File: src/rtl/wisard_addr_gen_if.sv
// Sample-in / address-beat-out bus of the WiSARD address generator.
// Sink: a sample transfers on a rising edge where sink_valid && sink_ready; the
// producer holds sink_data stable while sink_valid=1 and sink_ready=0. Source:
// a beat is valid while source_valid=1. The source has no back-pressure.
interface wisard_addr_gen_if #(
  parameter int ADDRESS_WIDTH = 8,
  parameter int INDEX_WIDTH   = 4,
  parameter int N_RAMS        = 16
);
  logic                            sink_valid;
  logic                            sink_ready;
  logic [N_RAMS*ADDRESS_WIDTH-1:0] sink_data;
  logic                            source_valid;
  logic                            sop;
  logic                            eop;
  logic [ADDRESS_WIDTH-1:0]        addr;
  logic [INDEX_WIDTH-1:0]          index;

  modport master (
    output sink_valid, sink_data,
    input  sink_ready, source_valid, sop, eop, addr, index
  );

  modport slave (
    input  sink_valid, sink_data,
    output sink_ready, source_valid, sop, eop, addr, index
  );
endinterface

File: src/rtl/wisard_addr_gen.sv
// Splits each sample into N_RAMS (index, address) beats, then idles GAP_CYCLES cycles.
// Optional macro WISARD_ADDR_GEN_DOUBLE_BUF_EN adds a one-deep pending sample buffer.
module wisard_addr_gen #(
  parameter int ADDRESS_WIDTH = 8,
  parameter int INDEX_WIDTH   = 4,
  parameter int N_RAMS        = 16,
  parameter int GAP_CYCLES    = 4
) (
  input  logic               clk,
  input  logic               rst_n,
  wisard_addr_gen_if.slave   bus,
  output logic [1:0]         state_dbg
);
  localparam int SW = N_RAMS * ADDRESS_WIDTH;
  localparam int GW = (GAP_CYCLES > 1) ? $clog2(GAP_CYCLES) : 1;
  localparam logic [INDEX_WIDTH:0] N_BEATS   = (INDEX_WIDTH+1)'(N_RAMS);
  localparam logic [INDEX_WIDTH:0] LAST_BEAT = (INDEX_WIDTH+1)'(N_RAMS - 1);
  localparam logic [INDEX_WIDTH:0] ONE_BEAT  = (INDEX_WIDTH+1)'(1);
  localparam logic [GW-1:0]        GAP_LAST  = GW'((GAP_CYCLES > 0) ? GAP_CYCLES - 1 : 0);

  typedef enum logic [1:0] {IDLE = 2'd0, EMIT = 2'd1, GAP = 2'd2} state_t;

  state_t                   state, state_d;
  logic [SW-1:0]            sample, sample_d;
  logic [INDEX_WIDTH:0]     beat_cnt, beat_d;
  logic [GW-1:0]            gap_cnt, gap_d;
  logic                     valid_q, valid_d, sop_q, sop_d, eop_q, eop_d;
  logic [ADDRESS_WIDTH-1:0] addr_q, addr_d;
  logic [INDEX_WIDTH-1:0]   index_q, index_d;
  logic                     ready, accept, launch, take_next;
  logic [SW-1:0]            launch_data;

`ifdef WISARD_ADDR_GEN_DOUBLE_BUF_EN
  logic          pend_full, pend_full_d;
  logic [SW-1:0] pend_data, pend_data_d;
  assign ready = !pend_full;
`else
  assign ready = (state == IDLE);
`endif

  assign accept = bus.sink_valid && ready;

  always_comb begin
    state_d     = state;
    sample_d    = sample;
    beat_d      = beat_cnt;
    gap_d       = gap_cnt;
    valid_d     = 1'b0;
    sop_d       = 1'b0;
    eop_d       = 1'b0;
    addr_d      = addr_q;
    index_d     = index_q;
    launch      = 1'b0;
    take_next   = 1'b0;
    launch_data = bus.sink_data;
`ifdef WISARD_ADDR_GEN_DOUBLE_BUF_EN
    pend_full_d = pend_full;
    pend_data_d = pend_data;
`endif

    case (state)
      IDLE: launch = accept;
      EMIT: begin
        // beat_cnt is the number of beats already driven; at N_BEATS the eop beat is on the bus
        if (beat_cnt < N_BEATS) begin
          valid_d = 1'b1;
          eop_d   = (beat_cnt == LAST_BEAT);
          addr_d  = sample[int'(beat_cnt)*ADDRESS_WIDTH +: ADDRESS_WIDTH];
          index_d = beat_cnt[INDEX_WIDTH-1:0];
          beat_d  = beat_cnt + ONE_BEAT;
        end else if (GAP_CYCLES > 0) begin
          state_d = GAP;
          gap_d   = '0;
        end else begin
          take_next = 1'b1;
        end
      end
      GAP: begin
        if (gap_cnt == GAP_LAST) take_next = 1'b1;
        else                     gap_d = gap_cnt + GW'(1);
      end
      default: state_d = IDLE;
    endcase

    if (take_next) begin
`ifdef WISARD_ADDR_GEN_DOUBLE_BUF_EN
      // A sample arriving on the very cycle the gap ends starts straight away
      if (pend_full) begin
        launch      = 1'b1;
        launch_data = pend_data;
        pend_full_d = 1'b0;
      end else if (accept) begin
        launch = 1'b1;
      end else begin
        state_d = IDLE;
      end
`else
      state_d = IDLE;
`endif
    end

`ifdef WISARD_ADDR_GEN_DOUBLE_BUF_EN
    if (accept && !launch) begin
      pend_full_d = 1'b1;
      pend_data_d = bus.sink_data;
    end
`endif

    if (launch) begin
      state_d  = EMIT;
      sample_d = launch_data;
      beat_d   = ONE_BEAT;
      valid_d  = 1'b1;
      sop_d    = 1'b1;
      eop_d    = (N_RAMS == 1);
      addr_d   = launch_data[ADDRESS_WIDTH-1:0];
      index_d  = '0;
    end
  end

  always_ff @(posedge clk or negedge rst_n) begin
    if (!rst_n) begin
      state    <= IDLE;
      sample   <= '0;
      beat_cnt <= '0;
      gap_cnt  <= '0;
      valid_q  <= 1'b0;
      sop_q    <= 1'b0;
      eop_q    <= 1'b0;
      addr_q   <= '0;
      index_q  <= '0;
`ifdef WISARD_ADDR_GEN_DOUBLE_BUF_EN
      pend_full <= 1'b0;
      pend_data <= '0;
`endif
    end else begin
      state    <= state_d;
      sample   <= sample_d;
      beat_cnt <= beat_d;
      gap_cnt  <= gap_d;
      valid_q  <= valid_d;
      sop_q    <= sop_d;
      eop_q    <= eop_d;
      addr_q   <= addr_d;
      index_q  <= index_d;
`ifdef WISARD_ADDR_GEN_DOUBLE_BUF_EN
      pend_full <= pend_full_d;
      pend_data <= pend_data_d;
`endif
    end
  end

  assign bus.sink_ready   = ready;
  assign bus.source_valid = valid_q;
  assign bus.sop          = sop_q;
  assign bus.eop          = eop_q;
  assign bus.addr         = addr_q;
  assign bus.index        = index_q;
  assign state_dbg        = state;
endmodule
File: src/flat_wrapper.sv
// flat-port wrapper written by rule: the top's interface ports become plain ports
module wisard_addr_gen_flat 
#(
  parameter int ADDRESS_WIDTH = 8,
  parameter int INDEX_WIDTH   = 4,
  parameter int N_RAMS        = 16,
  parameter int GAP_CYCLES    = 4
)
  (clk, rst_n, state_dbg, bus_sink_valid, bus_sink_data, bus_sink_ready, bus_source_valid, bus_sop, bus_eop, bus_addr, bus_index);
  wisard_addr_gen_if #(.ADDRESS_WIDTH(ADDRESS_WIDTH), .INDEX_WIDTH(INDEX_WIDTH), .N_RAMS(N_RAMS)) bus_i ();
  input  logic clk;
  input  logic rst_n;
  output logic [1:0] state_dbg;
  input wire logic [$bits(bus_i.sink_valid)-1:0] bus_sink_valid;
  input wire logic [$bits(bus_i.sink_data)-1:0] bus_sink_data;
  output wire logic [$bits(bus_i.sink_ready)-1:0] bus_sink_ready;
  output wire logic [$bits(bus_i.source_valid)-1:0] bus_source_valid;
  output wire logic [$bits(bus_i.sop)-1:0] bus_sop;
  output wire logic [$bits(bus_i.eop)-1:0] bus_eop;
  output wire logic [$bits(bus_i.addr)-1:0] bus_addr;
  output wire logic [$bits(bus_i.index)-1:0] bus_index;
  assign bus_i.sink_valid = bus_sink_valid;
  assign bus_i.sink_data = bus_sink_data;
  assign bus_sink_ready = bus_i.sink_ready;
  assign bus_source_valid = bus_i.source_valid;
  assign bus_sop = bus_i.sop;
  assign bus_eop = bus_i.eop;
  assign bus_addr = bus_i.addr;
  assign bus_index = bus_i.index;
  wisard_addr_gen #(.ADDRESS_WIDTH(ADDRESS_WIDTH), .INDEX_WIDTH(INDEX_WIDTH), .N_RAMS(N_RAMS), .GAP_CYCLES(GAP_CYCLES)) u_core (.clk(clk), .rst_n(rst_n), .bus(bus_i), .state_dbg(state_dbg));
endmodule
File: config.mk
export PLATFORM = sky130hd
export DESIGN_NAME = wisard_addr_gen_flat
export DESIGN_NICKNAME = d
export VERILOG_FILES = /design/src/rtl/wisard_addr_gen_if.sv /design/src/rtl/wisard_addr_gen.sv /design/src/flat_wrapper.sv
export SDC_FILE = /design/constraint.sdc
export NUM_CORES = 1
export LEC_CHECK = 0
export ABC_CLOCK_PERIOD_IN_PS = 2800
export BUFFER_PORTS_ARGS = -buffer_cell sky130_fd_sc_hd__buf_2
export CORE_MARGIN = 2
export CORE_UTILIZATION = 50
export DETAILED_ROUTE_END_ITERATION = 10
export GPL_TIMING_DRIVEN = 0
export PLACE_DENSITY_LB_ADDON = 0.12
export SLEW_MARGIN = 30
export SYNTH_ARGS = -nofsm -noshare
export SYNTH_HDL_FRONTEND = slang
export SYNTH_SLANG_ARGS = --single-unit
File: constraint.sdc
create_clock -name clk -period 2.8 [get_ports clk]
set_input_delay 0.28 -clock clk [delete_from_list [all_inputs] [get_ports clk]]
set_output_delay 0.28 -clock clk [all_outputs]
set_load 0.01 [all_outputs]
==> results by group <==
Placement
  • Worst Setup Slack post-DPL: 296.4 ps
  • Placed cell count: 1063
  • Buffers added on ports: 148
  • Estimated wirelength of the detail-placed design: 13520 µm
  • Routability cong.: 0.8678
  • Placed Area: 0.008003 mm²

GRT
  • Number of antenna violations at the first check in global routing: 0
  • Largest net degree at the start of global routing: 84
  • Number of global-route vias before repair: 5943
  • Wire length of the first global-routing pass: 30150 µm
  • Total global routing track utilization: 0.2706
  • Final global-route overflow total: 0

Worst hold path
  • Worst Hold Class: primary input to register
  • Hold Path Depth: 3
  • Launch point of the worst hold path: bus_sink_data[121]
  • Destination of the worst hold path: u_core.sample[121]$_DFFE_PN0P_

Die
  • Chip Width: 122.3 µm
  • Effective utilization at floorplan: 0.5082
  • Core ar.: 0.01377 mm²
  • Vert. Die Dim: 122.3 µm
  • Boundary pin count: 149
  • Total die area: 0.01496 mm²
  • Cell row count: 43

Critical path
  • Register-to-register path setup slack: 190 ps
  • Crit path DAT: 2950 ps
  • Number of cells on the worst reg-to-reg path: 8
  • Type of origin of the critical path: register
  • Nature of the critical path endpoint: register
  • R2r startpoint: u_core.state_dbg[1]$_DFFE_PN0P_
  • Critical Path RT: 3150 ps
  • Type of the worst setup path: register to register
  • Highest net fanout along the worst path: 10
  • Reg-to-Reg End: u_core.sample[127]$_DFFE_PN0P_

Timing
  • Hold violation total from the final report: 0
  • Final period demand of the worst path: 2605 ps
  • Final count of negative-setup-slack endpoints: 0
  • Actual slew at the worst max-slew pin: 713.8 ps
  • Max transition margin: 0.5241
  • Hold slack: 49.40 ps
  • Number of pins with negative max-slew slack in the final report: 0
  • Share of the cycle needed by the critical path after routing: 0.9304
  • Total negative setup slack: 0 ps
  • Clock Skews: 6.917 ps
  • Maximum operating frequency: 383.9 MHz
  • Unrepaired setup endpoints after global routing: false
  • PnR worst setup slack: 194.8 ps

Clock network
  • CTS tree: built
  • Total clock buffers created by CTS: 17
  • Number of sinks on the clock net: 152
  • Number of buffers added for setup after CTS: 0
  • Clock insertion delay at the later pin of the skew report: 410 ps
  • Total number of H-tree levels: 4
  • Deepest clock path buffer count: 2
  • Reg clk slew, reported paths: 60 ps
  • Master cell of the clock root buffer: sky130_fd_sc_hd__clkbuf_16

Drt
  • Number of vias in the routed layout: 5882
  • Total wire length: 19300 µm
  • Via density per instance: 5.382
  • Routed wire per std cell: 17.66 µm
  • Number of design rule violations left after detail routing: 0
  • TritonRoute pass-1 iters: 6
  • DRC marker count from the first detailed-route iteration: 411
  • Antenna Nets Post-Route: 0

Logic synthesis
  • Top cell type's share of synthesized area: 0.5434
  • Distinct cells, synth: 26
  • Share of the yosys chip area belonging to registers: 0.5434
  • Post-synthesis async set-or-reset flop share: 1.000
  • Synthesized Nets: 872
  • Most numerous cell in the Yosys netlist: sky130_fd_sc_hd__nand2_1
  • Top post-synthesis cells by area: sky130_fd_sc_hd__dfrtp_1 (54%), sky130_fd_sc_hd__nand2_1 (22%), sky130_fd_sc_hd__mux4_1 (9.0%), sky130_fd_sc_hd__mux2i_1 (2.3%), sky130_fd_sc_hd__a21oi_1 (1.6%)
  • Leading post-synthesis cells by instance count: sky130_fd_sc_hd__nand2_1 (410), sky130_fd_sc_hd__dfrtp_1 (152), sky130_fd_sc_hd__clkbuf_1 (29)
  • Number of warning messages in the yosys log: 0
  • Post-Syn Area: 0.006999 mm²
  • Synth area leader: sky130_fd_sc_hd__dfrtp_1
  • Synth Area per Inst: 9.536 µm²
  • Top_reg_cell synth: sky130_fd_sc_hd__dfrtp_1
  • Number of flops mapped to enable cells by yosys: 0
  • Register bit total from synthesis: 152
  • Mapped Cells: 734

Finish
  • Layout overhead on the synthesized area: 22.54%
  • Cell area after layout: 0.008577 mm²
  • Final layout net count: 1041
  • Proportion of layout cells with a drive suffix above 1: 0.2158
  • Final Core Density: 0.6227
  • # diodes: 0
  • Number of standard cells in the layout, taps in and fillers out: 1093

Outcome
  • Outcome: complete, no violations

Run
  • Max-cap violations: 0

Power and ir drop
  • Peak VDD IR: 0.5275 mV
  • Lkg Pwr: 4.554 nW
  • Final Power: 9.641 mW
  • Cell area power density: 1124 mW/mm²
[power breakdown]
group / switching, mW / internal [mW]
sequential: 0.569 / 3.22
clock: 0.830 / 1.39
combinational: 2.11 / 1.52
[cells in the final DEF, fill, tap and decap left out, types with 2 or more instances in the layout]
| master | instances |
|---|---|
| sky130_fd_sc_hd__nand2_1 | 410 |
| sky130_fd_sc_hd__buf_2 | 154 |
| sky130_fd_sc_hd__dfrtp_1 | 152 |
| sky130_fd_sc_hd__clkbuf_1 | 34 |
| sky130_fd_sc_hd__mux4_1 | 24 |
| sky130_fd_sc_hd__a21oi_1 | 22 |
| sky130_fd_sc_hd__clkbuf_16 | 17 |
| sky130_fd_sc_hd__mux2i_1 | 16 |
| sky130_fd_sc_hd__nand2b_1 | 10 |
| sky130_fd_sc_hd__a221oi_1 | 9 |
| sky130_fd_sc_hd__mux2_2 | 9 |
| sky130_fd_sc_hd__o22ai_1 | 8 |
| sky130_fd_sc_hd__ha_1 | 7 |
| sky130_fd_sc_hd__inv_1 | 4 |
| sky130_fd_sc_hd__buf_1 | 4 |
| sky130_fd_sc_hd__nor2_1 | 4 |
| sky130_fd_sc_hd__clkbuf_8 | 4 |
| sky130_fd_sc_hd__a21oi_2 | 3 |
| sky130_fd_sc_hd__and3_1 | 2 |
| sky130_fd_sc_hd__buf_6 | 2 |
| sky130_fd_sc_hd__buf_8 | 2 |
| sky130_fd_sc_hd__buf_12 | 2 |
| sky130_fd_sc_hd__nor2b_1 | 2 |
| sky130_fd_sc_hd__xor2_1 | 2 |
| sky130_fd_sc_hd__a22o_1 | 2 |
| sky130_fd_sc_hd__bufinv_16 | 2 |
[flip-flops by register name, indices dropped and copies added (netlist names)]
register	flops
u_core.bus.addr	8
u_core.bus.sop	1
u_core.bus.index	4
u_core.gap_cnt	2
u_core.bus.eop	1
u_core.bus.source_valid	1
u_core.sample	128
u_core.state_dbg	2
u_core.beat_cnt	5
[how the worst max path moves through the flow]
stage,start,end
detailed placement,u_core.state_dbg[0]$_DFFE_PN0P_,u_core.sample[127]$_DFFE_PN0P_
floorplan,u_core.state_dbg[0]$_DFFE_PN0P_,u_core.state_dbg[1]$_DFFE_PN0P_
global placement,rst_n,u_core.sample[27]$_DFFE_PN0P_
finish,u_core.state_dbg[1]$_DFFE_PN0P_,u_core.sample[127]$_DFFE_PN0P_
CTS,u_core.state_dbg[0]$_DFFE_PN0P_,u_core.sample[127]$_DFFE_PN0P_
global route,u_core.state_dbg[1]$_DFFE_PN0P_,u_core.sample[127]$_DFFE_PN0P_
[cell families after synthesis]
group           count (synthesis)  synth area share
buf+inv                        49           0.03593
simple gates                  430            0.2365
fa+ha+maj                       7           0.01251
mux                            49            0.1275
flops                         152            0.5434
xor+xnor                        3          0.003755
compound gates                 44           0.04040
[timing repair]
| action | 4_1_cts | 5_1_grt |
|---|---|---|
| resized for setup | 0 | 0 |
| endpoints found under the hold margin | 82 | 0 |
| hold buffers | 1 | 0 |
[area by class of cell]
cell class                 count  area [µm²]
clock buffer                  26       499.2
timing repair buffer         150       788.3
inverter                       4       15.01
clock inverter                 3       65.06
multi-input combinational    533        2944
sequential                   152        3804
tap                          180       225.2
fill                        1218        5196
buffer                        45       236.5
[layer usage]
layer / wire length [µm] / GRT usage / up-vias
met3: 1197 / 0.04554 / 35
met4: 432 / 0.09914 / 0
li1: - / - / 2729
met2: 9137 / 0.4264 / 213
met5: 0 / 0 / -
met1: 8536 / 0.3806 / 2905
[critical path, stage by stage, from the launching register on]
cell and delay (ps):
sky130_fd_sc_hd__dfrtp_1 410, sky130_fd_sc_hd__inv_1 120, sky130_fd_sc_hd__ha_1 200, sky130_fd_sc_hd__nand2_1 220, sky130_fd_sc_hd__inv_1 170, sky130_fd_sc_hd__clkbuf_1 540
sky130_fd_sc_hd__clkbuf_1 620, sky130_fd_sc_hd__nand2_1 170, sky130_fd_sc_hd__nand2_1 90
Note: power is estimated with default switching activity, not from simulation.
